### src/rtl/dmem_arbiter_if.sv
// Bus bundle between the execute stage, the debug requester, the data memory banks and dmem_arbiter.
// The slave modport is the arbiter's view; master is the surrounding system's view.
interface dmem_arbiter_if #(
    parameter int AW = 8,
    parameter int CW = 16
);
    logic          cpu_req;
    logic [AW-1:0] cpu_addr;
    logic [3:0]    cpu_wren;
    logic [31:0]   cpu_wdata;
    logic          cpu_stall;

    logic          dbg_req;
    logic          dbg_we;
    logic [AW-1:0] dbg_addr;
    logic [31:0]   dbg_wdata;
    logic          dbg_ack;
    logic [31:0]   dbg_rdata;

    logic [AW-1:0] mem_addr;
    logic [3:0]    mem_wren;
    logic [31:0]   mem_wdata;
    logic [31:0]   mem_rdata;

    logic [CW-1:0] grant_cnt;

    modport slave (
        input  cpu_req, cpu_addr, cpu_wren, cpu_wdata,
        input  dbg_req, dbg_we, dbg_addr, dbg_wdata,
        input  mem_rdata,
        output cpu_stall, dbg_ack, dbg_rdata,
        output mem_addr, mem_wren, mem_wdata,
        output grant_cnt
    );

    modport master (
        output cpu_req, cpu_addr, cpu_wren, cpu_wdata,
        output dbg_req, dbg_we, dbg_addr, dbg_wdata,
        output mem_rdata,
        input  cpu_stall, dbg_ack, dbg_rdata,
        input  mem_addr, mem_wren, mem_wdata,
        input  grant_cnt
    );
endinterface

### src/rtl/dmem_arbiter.sv
// Shares the byte-lane data memory banks between the CPU execute stage (priority) and a debug port.
// The debug port is granted for one cycle when the CPU is idle, or forcibly after STARVE_LIMIT waiting cycles.
module dmem_arbiter #(
    parameter int AW           = 8,
    parameter int STARVE_LIMIT = 4,
    parameter int CW           = 16
) (
    input  logic           sysclk,
    input  logic           rstd,
    dmem_arbiter_if.slave  bus
);

    typedef enum logic [1:0] {
        ST_CPU,
        ST_DBG,
        ST_ACK
    } state_t;

    localparam logic [3:0] LIMIT = 4'(STARVE_LIMIT);

    state_t        state_q,    state_d;
    logic [3:0]    waitCnt_q,  waitCnt_d;
    logic          dbgAck_q,   dbgAck_d;
    logic [31:0]   dbgRdata_q, dbgRdata_d;
    logic [CW-1:0] grantCnt_q, grantCnt_d;

    logic [AW-1:0] memAddr;
    logic [3:0]    memWren;
    logic [31:0]   memWdata;
    logic          cpuStall;

    // State and status registers; reset takes effect immediately, even mid-grant.
    always_ff @(posedge sysclk or negedge rstd) begin
        if (!rstd) begin
            state_q    <= ST_CPU;
            waitCnt_q  <= 4'd0;
            dbgAck_q   <= 1'b0;
            dbgRdata_q <= 32'd0;
            grantCnt_q <= '0;
        end else begin
            state_q    <= state_d;
            waitCnt_q  <= waitCnt_d;
            dbgAck_q   <= dbgAck_d;
            dbgRdata_q <= dbgRdata_d;
            grantCnt_q <= grantCnt_d;
        end
    end

    // cpu_stall is derived from state and cpu_req only, keeping dbg_req off the pipeline stall path.
    always_comb begin
        state_d    = state_q;
        waitCnt_d  = waitCnt_q;
        dbgAck_d   = dbgAck_q;
        dbgRdata_d = dbgRdata_q;
        grantCnt_d = grantCnt_q;
        memAddr    = bus.cpu_addr;
        memWdata   = bus.cpu_wdata;
        memWren    = bus.cpu_req ? bus.cpu_wren : 4'h0;
        cpuStall   = 1'b0;

        case (state_q)
            ST_CPU: begin
                if (bus.dbg_req) begin
                    if (!bus.cpu_req || waitCnt_q == LIMIT) begin
                        state_d   = ST_DBG;
                        waitCnt_d = 4'd0;
                    end else if (waitCnt_q < LIMIT) begin
                        waitCnt_d = waitCnt_q + 4'd1;
                    end
                end else begin
                    waitCnt_d = 4'd0;
                end
            end

            ST_DBG: begin
                memAddr    = bus.dbg_addr;
                memWdata   = bus.dbg_wdata;
                memWren    = bus.dbg_we ? 4'hF : 4'h0;
                cpuStall   = bus.cpu_req;
                dbgRdata_d = bus.mem_rdata;
                dbgAck_d   = 1'b1;
                grantCnt_d = grantCnt_q + 1'b1;
                state_d    = ST_ACK;
            end

            ST_ACK: begin
                dbgAck_d = 1'b0;
                state_d  = ST_CPU;
            end

            default: begin
                state_d = ST_CPU;
            end
        endcase
    end

    assign bus.mem_addr  = memAddr;
    assign bus.mem_wren  = memWren;
    assign bus.mem_wdata = memWdata;
    assign bus.cpu_stall = cpuStall;
    assign bus.dbg_ack   = dbgAck_q;
    assign bus.dbg_rdata = dbgRdata_q;
    assign bus.grant_cnt = grantCnt_q;

endmodule
### src/flat_wrapper.sv
// flat-port wrapper written by rule: the top's interface ports become plain ports
module dmem_arbiter_flat 
#(
    parameter int AW           = 8,
    parameter int STARVE_LIMIT = 4,
    parameter int CW           = 16
)
  (sysclk, rstd, bus_cpu_req, bus_cpu_addr, bus_cpu_wren, bus_cpu_wdata, bus_dbg_req, bus_dbg_we, bus_dbg_addr, bus_dbg_wdata, bus_mem_rdata, bus_cpu_stall, bus_dbg_ack, bus_dbg_rdata, bus_mem_addr, bus_mem_wren, bus_mem_wdata, bus_grant_cnt);
  dmem_arbiter_if #(.AW(AW), .CW(CW)) bus_i ();
  input  logic sysclk;
  input  logic rstd;
  input wire logic [$bits(bus_i.cpu_req)-1:0] bus_cpu_req;
  input wire logic [$bits(bus_i.cpu_addr)-1:0] bus_cpu_addr;
  input wire logic [$bits(bus_i.cpu_wren)-1:0] bus_cpu_wren;
  input wire logic [$bits(bus_i.cpu_wdata)-1:0] bus_cpu_wdata;
  input wire logic [$bits(bus_i.dbg_req)-1:0] bus_dbg_req;
  input wire logic [$bits(bus_i.dbg_we)-1:0] bus_dbg_we;
  input wire logic [$bits(bus_i.dbg_addr)-1:0] bus_dbg_addr;
  input wire logic [$bits(bus_i.dbg_wdata)-1:0] bus_dbg_wdata;
  input wire logic [$bits(bus_i.mem_rdata)-1:0] bus_mem_rdata;
  output wire logic [$bits(bus_i.cpu_stall)-1:0] bus_cpu_stall;
  output wire logic [$bits(bus_i.dbg_ack)-1:0] bus_dbg_ack;
  output wire logic [$bits(bus_i.dbg_rdata)-1:0] bus_dbg_rdata;
  output wire logic [$bits(bus_i.mem_addr)-1:0] bus_mem_addr;
  output wire logic [$bits(bus_i.mem_wren)-1:0] bus_mem_wren;
  output wire logic [$bits(bus_i.mem_wdata)-1:0] bus_mem_wdata;
  output wire logic [$bits(bus_i.grant_cnt)-1:0] bus_grant_cnt;
  assign bus_i.cpu_req = bus_cpu_req;
  assign bus_i.cpu_addr = bus_cpu_addr;
  assign bus_i.cpu_wren = bus_cpu_wren;
  assign bus_i.cpu_wdata = bus_cpu_wdata;
  assign bus_i.dbg_req = bus_dbg_req;
  assign bus_i.dbg_we = bus_dbg_we;
  assign bus_i.dbg_addr = bus_dbg_addr;
  assign bus_i.dbg_wdata = bus_dbg_wdata;
  assign bus_i.mem_rdata = bus_mem_rdata;
  assign bus_cpu_stall = bus_i.cpu_stall;
  assign bus_dbg_ack = bus_i.dbg_ack;
  assign bus_dbg_rdata = bus_i.dbg_rdata;
  assign bus_mem_addr = bus_i.mem_addr;
  assign bus_mem_wren = bus_i.mem_wren;
  assign bus_mem_wdata = bus_i.mem_wdata;
  assign bus_grant_cnt = bus_i.grant_cnt;
  dmem_arbiter #(.AW(AW), .STARVE_LIMIT(STARVE_LIMIT), .CW(CW)) u_core (.sysclk(sysclk), .rstd(rstd), .bus(bus_i));
endmodule
### config.mk
export PLATFORM = sky130hd
export DESIGN_NAME = dmem_arbiter_flat
export DESIGN_NICKNAME = d
export VERILOG_FILES = /design/src/rtl/dmem_arbiter_if.sv /design/src/rtl/dmem_arbiter.sv /design/src/flat_wrapper.sv
export SDC_FILE = /design/constraint.sdc
export NUM_CORES = 1
export LEC_CHECK = 0
export BUFFER_PORTS_ARGS = -buffer_cell sky130_fd_sc_hd__clkbuf_2
export CAP_MARGIN = 10
export CORE_MARGIN = 5
export CORE_UTILIZATION = 40
export DETAILED_ROUTE_END_ITERATION = 12
export PLACE_DENSITY = 0.81
export SETUP_SLACK_MARGIN = 0.3
export SLEW_MARGIN = 20
export SYNTH_ARGS = -nofsm -noshare
export SYNTH_HDL_FRONTEND = slang
export SYNTH_SLANG_ARGS = --single-unit
export TNS_END_PERCENT = 1
### constraint.sdc
create_clock -name sysclk -period 2.8 [get_ports sysclk]
set_input_delay 0.84 -clock sysclk [delete_from_list [all_inputs] [get_ports sysclk]]
set_output_delay 0.84 -clock sysclk [all_outputs]
set_load 0.02 [all_outputs]
==> results.yml <==
setup_path:
  reg2reg_to: "u_core.bus.grant_cnt[14]$_DFFE_PN0P_"
  end_kind: "primary output"
  crit_required_ps: 1960
  crit_cells: 5
  slowest_delay_ps: 410
  path_buf_inv: 3
  reg2reg_depth: 8
  critPathLaunchType: "flop"
  worst-path-max-fanout: 15
  crit_start: "u_core.state_q[1]$_DFFE_PN0P_"
  crit_type: "reg -> out"
  cp_top_family: "buffers and inverters"
  critPathSlowestCell: "dfrtp_1"
  reg2reg_slack_ps: 840
  worst-endpoint-arrival_ps: 1680
  crit_path_cell_trace: "inv_2 > ha_4 > buf_12 > mux2_2 > clkbuf_2"
  r2r-start: "u_core.state_q[1]$_DFFE_PN0P_"
routing:
  drt_iter0_drc: 39
  antenna_left: 0
  wire_per_inst_um: 14.90
  dr.pass1.iters: 4
  routed_via_density: 4.653
  via_count: 2457
  drt-total-wl_um: 7865
  drc: 0
sta:
  relSlewSlack_pct: 59.56
  finClkSkew_ps: 6.258
  setup_violations: 0
  final-hold-violation-count: 0
  post-route-period-util_pct: 90.15
  finalMaxSlewViolations: 0
  min_period_ps: 2524
  fmax_mhz: 396.2
  rsz0062_at_grt: "true"
  tightest_slew_ps: 606.6
  fin_setup_tns_ps: 0
global_route:
  met1_usage_pct: 19.09
  grt_use_total_pct: 18.01
  grt.busiest_layer: "met2"
  grt_max_degree: 34
  grt_pass1_vias: 2691
  grt_pass1_wl_um: 12540
  grt_overflow_total: 0
  use_met3_pct: 6.034
  gr-usage-met2_pct: 33.47
  antenna_found_initial: 0
layout:
  fin_nets: 559
  final_cells: 528
  multi_input_area_um2: 1345
  layout_commonest_cell: "clkbuf_2"
  antenna_cells: 0
  utilization_pct: 61.44
  seq_area_um2: 1376
  most-common-layout-cells: "212 x clkbuf_2, 76 x mux2_2, 55 x dfrtp_1, 11 x xnor2_1, 8 x nand2_1"
  nFillCells: 573
  syn_to_final_growth_pct: 50.13
  drive_gt1_share_pct: 71.99
logic_synthesis:
  synth_warnings: 0
  ys_ff_latch: 55
  synth_edf_count: 0
  netlist_instances: 209
  synth-async-reset-ratio_pct: 100.0
  synth.distinct_cells: 22
  ys.flop_type: "dfrtp_1"
  syn-num-nets: 337
  synth.avg_cell_area_um2: 13.30
  syn_area_um2: 2780
  synth-seq-area-share_pct: 49.50
outcome:
  status: "completed"
placed_design:
  io_buffers: 214
  dp_cells: 514
  dp_hpwl_um: 6713
  gp_congestion: 0.8161
clocking:
  clock_path_buffers: 2
  cts_root_buffer: "clkbuf_8"
  cts_tree: "built"
  cts_buffers: 5
  insertion_delay_ps: 300
  clkTransAtPathRegs_ps: 90
  h-tree-depth: 2
  clkSinkCount: 55
die:
  dieArea_um2: 8718
  die_h_um: 93.37
  core_area_um2: 6794
  pin_count: 215
  die_x_um: 93.37
  start_util_pct: 40.92
  num_rows: 30
power_and_ir_drop:
  cellLeakagePower_uw: 0.002219
  ir_drop_uv: 512.0
  swShare_pct: 42.22
  clockPowerShare_pct: 9.5
  p_seq_share_pct: 30.4
  p_per_area_nw_per_um2: 1041
  p_sw_uw: 1834
  comb_power_share_pct: 60.1
  power_uw: 4345
  internal-power_uw: 2511
flow_run:
  max_cap_viol_count: 0
worst_hold_path:
  hold_path_depth: 1
  whs_endpoint: "u_core.bus.grant_cnt[15]$_DFFE_PN0P_"
  hold_path_class: "reg -> reg"
  min_from: "u_core.bus.grant_cnt[15]$_DFFE_PN0P_"
logic make-up after synthesis:
logic type | Yosys count | synth area share [%]
AO/OA/AOI/OAI | 9 | 2.430
XOR/XNOR | 15 | 4.725
adder cells (fa/ha/maj) | 7 | 3.150
buffers and inverters | 16 | 2.565
flip-flops | 55 | 49.50
multiplexers | 77 | 31.14
AND/OR/NAND/NOR | 30 | 6.481
worst max-delay path by stage:
stage	endpoint
4_1_cts	bus_mem_wdata[16]
2_1_floorplan	bus_mem_addr[0]
3_3_place_gp	bus_mem_wdata[22]
6_report	bus_mem_wdata[16]
5_1_grt	bus_mem_wdata[3]
3_5_place_dp	bus_mem_wdata[20]
synth_stat cells, types with 2 or more instances:
master / count / area share, %
nand3_1: 5 / 0.90
xnor2_1: 11 / 3.5
and3_1: 3 / 0.68
nand2_1: 8 / 1.1
nor2_1: 3 / 0.41
ha_1: 7 / 3.2
inv_1: 7 / 0.95
mux2_2: 76 / 31
a22o_1: 6 / 1.9
o21ai_0: 2 / 0.36
xor2_1: 4 / 1.3
buf_2: 9 / 1.6
nand4_1: 3 / 0.68
and2_1: 3 / 0.68
dfrtp_1: 55 / 50
repair_timing:
action,4_1_cts,5_1_grt
cloned,1,0
resized for setup,4,0
setup endpoints to repair,45,45
hold buffers,0,0
setup buffers,5,0
power groups by stage:
stage | sequential [µW] | clock [µW] | combinational [µW]
after floorplan | 1660 | 0 | 1330
after global placement | 1310 | 0 | 2480
after detailed placement | 1340 | 0 | 2510
after CTS | 1320 | 437 | 2650
after global routing | 1370 | 477 | 2800
final | 1320 | 414 | 2610
worst register-to-register path, delay by kind of cell, from the launching register on:
family | cells | cell delay, ps
buf+inv | 3 | 410
flops | 1 | 410
fa+ha+maj | 1 | 230
simple gates | 3 | 680
xor+xnor | 1 | 140
area by class of cell:
type	instances	share of cell area, %
Tap cell	96	2.878
Inverter	7	0.6295
Timing Repair Buffer	224	29.26
Multi-Input combinational cell	138	32.22
Clock buffer	6	1.739
Sequential cell	55	32.97
Clock inverter	2	0.2998
stage by stage:
step / instance area, µm² / hold WS [ps] / worst slack, ps
floorplan: 2780 / 493.1 / 502.5
global placement: 4006 / 465.2 / 416.6
detailed placement: 4006 / 473.0 / 375.7
CTS: 4174 / 486.8 / 250.8
global route: 4174 / 518.5 / 184.3
finish: 4174 / 480.8 / 275.9
registers in the layout, summed over array words and instances, names as in the netlist:
register / count
u_core.bus.dbg_ack: 1
u_core.bus.dbg_rdata: 32
u_core.bus.grant_cnt: 16
u_core.waitCnt_q: 4
u_core.state_q: 2
metal layers:
| layer | wire length [µm] | vias up |
|---|---|---|
| met3 | 723 | 10 |
| li1 | - | 1181 |
| met5 | 0 | - |
| met4 | 116 | 0 |
| met2 | 4143 | 126 |
| met1 | 2882 | 1140 |
Note: power is estimated with default switching activity, not from simulation.
